===== src/rtl/cbus_arb_pkg.sv =====
// Arbiter-local types: FSM states, master index type and the round-robin wrap helper.
package cbus_arb_pkg;

  typedef enum logic {
    ARB_IDLE = 1'b0,
    ARB_BUSY = 1'b1
  } arb_state_t;

  typedef logic [2:0] master_idx_t;

  localparam int MAX_MASTERS = 8;

  function automatic master_idx_t rr_next(input master_idx_t idx, input int unsigned n);
    master_idx_t nxt;
    if (({29'd0, idx} + 32'd1) >= n) begin
      nxt = 3'd0;
    end else begin
      nxt = idx + 3'd1;
    end
    return nxt;
  endfunction

endpackage


===== src/rtl/cbus_pkg.sv =====
// Shared cache-bus request/response types used by the caches, the arbiter and the memory side.
package cbus_pkg;

  typedef struct packed {
    logic        valid;
    logic        is_write;
    logic [31:0] addr;
    logic [2:0]  size;
    logic [7:0]  len;
    logic [1:0]  burst;
    logic [3:0]  strobe;
    logic [31:0] data;
  } cbus_req_t;

  typedef struct packed {
    logic        ready;
    logic        last;
    logic [31:0] data;
  } cbus_resp_t;

endpackage


===== src/rtl/cbus_arbiter_chk.sv =====
// Simulation checker for the arbiter: the owner must keep valid high for its whole transaction.
module cbus_arbiter_chk (
  input logic clk,
  input logic resetn,
  input logic busy,
  input logic owner_valid
);

  owner_holds_valid: assert property (@(posedge clk) disable iff (!resetn) busy |-> owner_valid);

endmodule


===== src/rtl/rr_picker.sv =====
// Combinational round-robin picker: first set request at or after ptr, wrapping modulo N.
module rr_picker
  import cbus_arb_pkg::*;
#(
  parameter int N = 2
) (
  input  logic [N-1:0] req,
  input  master_idx_t  ptr,
  output logic         found,
  output master_idx_t  idx
);

  localparam int SUM_W = $clog2(2 * MAX_MASTERS);

  logic [2*N-1:0]   dbl_s;
  logic [N-1:0]     rot_s;
  logic [SUM_W-1:0] off_s;
  logic [SUM_W-1:0] sum_s;

  // Rotate so ptr lands on bit 0, then take the lowest set offset
  always_comb begin
    found = 1'b0;
    off_s = '0;
    dbl_s = {req, req};
    rot_s = N'(dbl_s >> ptr);
    for (int k = N - 1; k >= 0; k--) begin
      if (rot_s[k]) begin
        found = 1'b1;
        off_s = SUM_W'(k);
      end else begin
        off_s = off_s;
      end
    end
    sum_s = SUM_W'(ptr) + off_s;
    if (sum_s >= SUM_W'(N)) begin
      idx = master_idx_t'(sum_s - SUM_W'(N));
    end else begin
      idx = master_idx_t'(sum_s);
    end
  end

endmodule


===== src/rtl/cbus_arbiter.sv =====
// Round-robin arbiter merging NUM_MASTERS cbus requesters onto one memory-side port.
// Optional CBUS_ARB_PERF_EN adds completed-transaction and wait-cycle counters.
module cbus_arbiter
  import cbus_pkg::*;
  import cbus_arb_pkg::*;
#(
  parameter int NUM_MASTERS = 2
) (
  input  logic        clk,
  input  logic        resetn,
  input  cbus_req_t   ireqs  [NUM_MASTERS],
  output cbus_resp_t  oresps [NUM_MASTERS],
  output cbus_req_t   oreq,
  input  cbus_resp_t  iresp
`ifdef CBUS_ARB_PERF_EN
  ,
  output logic [31:0] perf_txns,
  output logic [31:0] perf_wait
`endif
);

  arb_state_t             state_r;
  arb_state_t             state_nxt_s;
  master_idx_t            sel_r;
  master_idx_t            sel_nxt_s;
  master_idx_t            rr_ptr_r;
  master_idx_t            rr_ptr_nxt_s;
  logic [NUM_MASTERS-1:0] valid_vec_s;
  logic                   pick_found_s;
  master_idx_t            pick_idx_s;
  logic                   last_hs_s;
  logic                   owner_valid_s;

  // Gather request valids for the picker
  always_comb begin
    valid_vec_s = '0;
    for (int i = 0; i < NUM_MASTERS; i++) begin
      valid_vec_s[i] = ireqs[i].valid;
    end
  end

  rr_picker #(
    .N(NUM_MASTERS)
  ) u_picker (
    .req  (valid_vec_s),
    .ptr  (rr_ptr_r),
    .found(pick_found_s),
    .idx  (pick_idx_s)
  );

  assign last_hs_s = (state_r == ARB_BUSY) & iresp.ready & iresp.last;

  // Arbitration state, current owner and round-robin pointer
  always_ff @(posedge clk or negedge resetn) begin
    if (!resetn) begin
      state_r  <= ARB_IDLE;
      sel_r    <= 3'd0;
      rr_ptr_r <= 3'd0;
    end else begin
      state_r  <= state_nxt_s;
      sel_r    <= sel_nxt_s;
      rr_ptr_r <= rr_ptr_nxt_s;
    end
  end

  // Next state: grant from IDLE, release on the owner's last beat
  always_comb begin
    state_nxt_s  = state_r;
    sel_nxt_s    = sel_r;
    rr_ptr_nxt_s = rr_ptr_r;
    case (state_r)
      ARB_IDLE: begin
        if (pick_found_s) begin
          state_nxt_s = ARB_BUSY;
          sel_nxt_s   = pick_idx_s;
        end else begin
          state_nxt_s = ARB_IDLE;
        end
      end
      ARB_BUSY: begin
        // The returning master drops to lowest priority for the next round
        if (last_hs_s) begin
          state_nxt_s  = ARB_IDLE;
          rr_ptr_nxt_s = rr_next(sel_r, NUM_MASTERS);
        end else begin
          state_nxt_s = ARB_BUSY;
        end
      end
      default: begin
        state_nxt_s = ARB_IDLE;
      end
    endcase
  end

  // Bus mux: select comes only from registered state, responses go to the owner only
  always_comb begin
    oreq          = '0;
    owner_valid_s = 1'b0;
    for (int i = 0; i < NUM_MASTERS; i++) begin
      oresps[i] = '0;
    end
    if (state_r == ARB_BUSY) begin
      for (int i = 0; i < NUM_MASTERS; i++) begin
        if (sel_r == master_idx_t'(i)) begin
          oreq          = ireqs[i];
          oresps[i]     = iresp;
          owner_valid_s = ireqs[i].valid;
        end else begin
          oresps[i] = '0;
        end
      end
    end else begin
      oreq = '0;
    end
  end

`ifdef CBUS_ARB_PERF_EN
  logic        wait_s;
  logic [31:0] perf_txns_r;
  logic [31:0] perf_wait_r;

  // A cycle counts as waiting when any master other than the owner is requesting
  always_comb begin
    wait_s = 1'b0;
    for (int i = 0; i < NUM_MASTERS; i++) begin
      if (ireqs[i].valid && ((state_r == ARB_IDLE) || (sel_r != master_idx_t'(i)))) begin
        wait_s = 1'b1;
      end else begin
        wait_s = wait_s;
      end
    end
  end

  // Wrapping performance counters
  always_ff @(posedge clk or negedge resetn) begin
    if (!resetn) begin
      perf_txns_r <= 32'd0;
      perf_wait_r <= 32'd0;
    end else begin
      perf_txns_r <= perf_txns_r + {31'd0, last_hs_s};
      perf_wait_r <= perf_wait_r + {31'd0, wait_s};
    end
  end

  assign perf_txns = perf_txns_r;
  assign perf_wait = perf_wait_r;
`endif

`ifndef SYNTHESIS
  cbus_arbiter_chk u_chk (
    .clk        (clk),
    .resetn     (resetn),
    .busy       (state_r == ARB_BUSY),
    .owner_valid(owner_valid_s)
  );
`endif

endmodule


===== config.mk =====
export PLATFORM = sky130hd
export DESIGN_NAME = cbus_arbiter
export DESIGN_NICKNAME = d
export VERILOG_FILES = /design/src/rtl/cbus_arb_pkg.sv /design/src/rtl/cbus_pkg.sv /design/src/rtl/cbus_arbiter_chk.sv /design/src/rtl/rr_picker.sv /design/src/rtl/cbus_arbiter.sv
export SDC_FILE = /design/constraint.sdc
export NUM_CORES = 1
export LEC_CHECK = 0
export CAP_MARGIN = 40
export CORE_AREA = 2 2 137 139
export DETAILED_ROUTE_END_ITERATION = 8
export DIE_AREA = 0 0 139 141
export PLACE_DENSITY = 0.49
export SLEW_MARGIN = 20
export SYNTH_ARGS = -nofsm -noshare
export SYNTH_HDL_FRONTEND = slang
export SYNTH_HIERARCHICAL = 1
export SYNTH_SLANG_ARGS = --single-unit

===== constraint.sdc =====
create_clock -name clk -period 3.85 [get_ports clk]
set_clock_uncertainty 0.15 [all_clocks]
set_input_delay 0.385 -clock clk [delete_from_list [all_inputs] [get_ports clk]]
set_output_delay 0.385 -clock clk [all_outputs]
set_load 0.05 [all_outputs]

# After elaboration in Yosys (flattened, before gate mapping)
# Index checks and enable logic that the tools add are counted.
dict set report totals {
  reg_bits 7
  out_inout_bits 151
}
dict set report op_classes {
  addsub 4
  magnitude_cmp 2
  eq_ne 1
  shift 1
  muxes 15
  bitwise 3
  n_reduce_logical 3
}
# op count
set ops {}
lappend ops {{two-way mux 83 bit} 3}
lappend ops {{two-way mux 34 bit} 2}
lappend ops {{two-way mux 68 bit} 1}
lappend ops {{>= comparator 4 x 2 -> 1 bit, second input constant} 2}
lappend ops {{two-way mux 1 bit} 6}
lappend ops {{two-way mux 3 bit} 2}
lappend ops {{adder 3 x 1 -> 4 bit} 1}
lappend ops {{adder 3 x 1 -> 4 bit, second input constant} 1}
lappend ops {{AND reduction 2 bit} 2}
lappend ops {{>> shifter 4 x 3 -> 2 bit} 1}
lappend ops {{adder 3 x 1 -> 3 bit, second input constant} 1}
lappend ops {{== test 3 x 1 -> 1 bit, second input constant} 1}
lappend ops {{zero test 3 bit} 1}
lappend ops {{subtractor 3 x 2 -> 3 bit, second input constant} 1}
lappend ops {{AND 1 bit} 2}
lappend ops {{one-hot mux 1 bit (2 select lines)} 1}
lappend ops {{inverter 1 bit} 1}

# Logic depth before layout (Yosys ltp)
dict set report logic_depth {
  depth_word 6
  depth_mapped 8
  mapped_depth_nobuf 8
}

# Cells and area by module
# The synthesis kept the hierarchy.
# mod instances cells_each area_each_um2
set modules_own_cells {}
lappend modules_own_cells {cbus_arbiter 1 342 2318.5}
lappend modules_own_cells {rr_picker 1 14 111.4}

# Worst setup path after synthesis
# OpenSTA, ideal clock, no wires.
dict set report synth_timing {
  path_type {reg-to-output}
  from {reg sel_r[1]}
  to {out oreq[61] (netlist name)}
  arrival_time_ns 1.965
  slack_ns 1.350
  path_stages_with_launch 8
  n_path_buf 2
  path_cell_list {dfrtp_1 inv_1 ha_1 nor2b_1 buf_4 buf_6 a22oi_1 nor2b_1}
}
# element line
set synth_lines {}
lappend synth_lines {{start: declaration} cbus_arbiter.sv:24} ;# master_idx_t sel_r;
lappend synth_lines {{start signal: assignment} cbus_arbiter.sv:61} ;# sel_r <= sel_nxt_s;
lappend synth_lines {{end: declaration} cbus_arbiter.sv:13} ;# output cbus_req_t oreq,

==> impl_metrics.py <==
metrics = {
    "power_and_ir_drop": {
        "leakage_nw": 2.29,
        "power.internal_mw": 2.07,
        "power_frac_seq_pct": 2.1,
        "netSwitchingPower_mw": 3.73,
        "p_clk_share_pct": 3.1,
        "swShare_pct": 64.3,
        "power_density_nw_per_um2": 942,
        "power.ir.vdd_worst_uv": 424,
        "share_comb_of_total_power_pct": 94.8,
    },
    "clock_network": {
        "cts_clock_pin_slew_for_the_worst_setup_and_hold_paths_ns": 0.04,
        "cts.htree.levels": 1,
        "post_cts_resize_count": 0,
        "cts_made_buffers": 3,
        "cts_setup_buffers": 0,
        "postCtsHoldBufs": 0,
        "clkSinkCount": 7,
        "clk-insertion-delay-late_ns": 0.23,
        "max_buffers_root_to_sink": 2,
        "clock_tree_from_tritoncts": "built",
        "root_buffer": "sky130_fd_sc_hd__clkbuf_16",
    },
    "layout": {
        "area.growth.synth_to_final_pct": 154,
        "drive_gt1_share_pct": 9.10,
        "antennaDiodeCount": 0,
        "fill_cells": 1909,
        "nNetsFinal": 889,
    },
    "sta": {
        "max_slew.worst_pin.slew_ns": 0.556,
        "setup_viol_count_final": 0,
        "final_critical_path_setup_slack_ns": 0.437,
        "setup-tns-final_ns": 0,
        "min_period_ns": 3.41,
        "timing_hold_violations_final": 0,
        "max-slew-margin-rel_pct": 62.8,
        "maxClockFrequency_mhz": 293,
        "post-route-period-util_pct": 88.6,
        "rsz0062_at_grt": "no",
        "drv_slew": 0,
    },
    "global_route": {
        "first_global_vias": 4070,
        "gr-usage-all-layers_pct": 13.8,
        "maximum_number_of_pins_on_one_net_before_global_route_repair": 67,
        "antenna_found_initial": 0,
        "overflow": 0,
        "grt_first_pass_wirelength_mm": 22.1,
    },
    "floorplanning": {
        "die_w_um": 139,
        "area_of_the_die_um2": 19600,
        "design.core.area_um2": 18300,
        "floorplan.initialDensity_pct": 13.3,
        "rows": 50,
        "die_h_um": 141,
        "top_level_ports": 353,
    },
    "setup_path": {
        "worstPathRequired_ns": 3.31,
        "worst_r2r_startpoint": "rr_ptr_r[0]",
        "crit_path_start_kind": "flip-flop",
        "critPathSlowestCell": "sky130_fd_sc_hd__clkdlybuf4s50_1",
        "crit-reg2reg-capture": "sel_r[2]",
        "critical_path_class": "flip-flop to primary output",
        "crit_path_cell_trace": "inv_1, ha_1, nor2b_4, buf_4, a22oi_1, nor2b_1, clkdlybuf4s50_1",
        "cp_data_arrival_time_ns": 2.88,
        "timing.critical_path.slowest_cell_delay_ns": 0.85,
        "end_kind": "primary output",
        "timing.reg2reg.worst_path_depth": 7,
        "critPathMaxFanout": 46,
        "reg2reg_setup_slack_ns": 1.71,
    },
    "synthesis": {
        "synth_commonest_cells": "75 x sky130_fd_sc_hd__nor2b_1, 69 x sky130_fd_sc_hd__nor2_1, 54 x sky130_fd_sc_hd__a22oi_1",
        "ys_seq_area_share_pct": 7.21,
        "async_flop_share_pct": 100,
        "synth.most_common_cell": "sky130_fd_sc_hd__nor2b_1",
        "netlist_top_cells_area": "sky130_fd_sc_hd__nor2b_1 19%, sky130_fd_sc_hd__a22oi_1 17%, sky130_fd_sc_hd__a22oi_2 15%, sky130_fd_sc_hd__nor2_1 11%, sky130_fd_sc_hd__dfrtp_1 7.2%",
        "yosys_warnings": 6,
        "synth-seq-cells": 7,
        "synth_enable_flop_cells": 0,
        "cell_type_with_the_largest_total_area_after_synthesis": "sky130_fd_sc_hd__nor2b_1",
        "net_count_of_the_mapped_netlist": 563,
        "post_synth_instance_area_um2": 2430,
        "synth.avg_cell_area_um2": 6.83,
        "postSynthCellCount": 356,
        "yosys.cell_types.count": 28,
        "synth_flop_cell": "sky130_fd_sc_hd__dfrtp_1",
        "synth.top_cell.area_share_pct": 19.3,
    },
    "hold_path": {
        "hp-class": "input port to async pin",
    },
    "detailed_routing": {
        "drt_iter0_markers": 160,
        "avgViaCountPerCell": 4.29,
        "detailedRoute.firstPassIterationCount": 5,
        "detail_route.drc_violations": 0,
        "vias": 3921,
        "wl_mm": 14.7,
        "avgRoutedWirePerCell_um": 16.0,
        "ant_nets": 0,
    },
    "placed_design": {
        "routabilityCongestion": 0.820,
        "buffer_ports.inserted": 352,
        "hpwlAfterDp_mm": 11.7,
        "placement.setup.worst_slack_ns": 0.701,
    },
    "flow_run": {
        "max_cap_viol_count": 0,
    },
    "status": {
        "run_status": "finished clean",
    },
}
metrics by stage:
stage | utilization (%) | cell area, um^2 | instances | hold WS [ns] | power [mW]
after detailed placement | 33.2 | 6060 | 910 | 0.378 | 5.66
after CTS | 33.6 | 6140 | 914 | 0.289 | 5.85
after floorplan | - | 2430 | 356 | -0.0606 | 3.99
after global placement | 33.2 | 6060 | 910 | 0.387 | 5.63
after global routing | 33.7 | 6160 | 915 | 0.311 | 6.09
final | 33.7 | 6160 | 915 | 0.285 | 5.80
cell usage in the layout, fill, tap and decap left out, drive strengths merged, types with 2 or more instances in the layout:
| cell | count |
|---|---|
| a22oi | 83 |
| buf | 15 |
| dfrtp | 7 |
| nor2 | 69 |
| clkdlybuf4s50 | 345 |
| ha | 5 |
| a21oi | 2 |
| o21ai | 4 |
| nand2b | 3 |
| clkbuf | 4 |
| a31oi | 2 |
| nand2 | 41 |
| nor2b | 85 |
| inv | 4 |
| o31ai | 2 |
logic make-up after synthesis:
family,synth area share [%]
mux,0.463
fa+ha+maj,2.57
simple gates,42.6
compound gates,35.3
buf+inv,11.8
flops,7.21
power by group through the flow:
stage / combinational (mW) / clock, mW / sequential, mW
CTS: 5.53 / 0.182 / 0.137
detailed placement: 5.52 / 0 / 0.138
finish: 5.50 / 0.179 / 0.123
global placement: 5.49 / 0 / 0.136
floorplan: 3.88 / 0 / 0.114
global route: 5.77 / 0.185 / 0.127
state kept, by name (all words and copies together) (netlist names):
register,flops
state_r,1
rr_ptr_r,3
sel_r,3
critical path, delay by kind of cell, from the launching register on:
kind                       cells  cell delay (ns)
AOI/OAI and AO/OA              1             0.17
adders and majority gates      1             0.27
buffers and inverters          3             1.41
DFF                            1             0.39
and+or+nand+nor                2             0.37
metal layers:
metal	vias to the layer above	routed length (um)	track usage [%]
met3	15	1140	2.75
met5	-	0	0
met2	236	7550	26.0
met4	0	183	2.60
met1	1789	5790	16.1
li1	1881	-	-
worst max path at each step:
stage	from	to	slack, ns	cells past startpoint
after floorplan	sel_r[1]	oreq[61]	1.35	7
after global placement	sel_r[1]	oreq[24]	0.75	7
after detailed placement	sel_r[1]	oreq[31]	0.70	7
after CTS	sel_r[1]	oreq[7]	0.44	7
after global routing	sel_r[1]	oreq[33]	0.25	7
final	sel_r[1]	oreq[31]	0.44	7
layout make-up:
| cell class | instances | area, um^2 | area share (%) |
|---|---|---|---|
| Tap cell | 234 | 293 | 4.75 |
| Sequential cell | 7 | 176 | 2.86 |
| Multi-Input combinational cell | 306 | 1980 | 32.2 |
| Timing Repair Buffer | 360 | 3620 | 58.7 |
| Inverter | 4 | 15.0 | 0.244 |
| Clock buffer | 4 | 78.8 | 1.28 |
No activity file was read; power rests on OpenSTA's default activity.
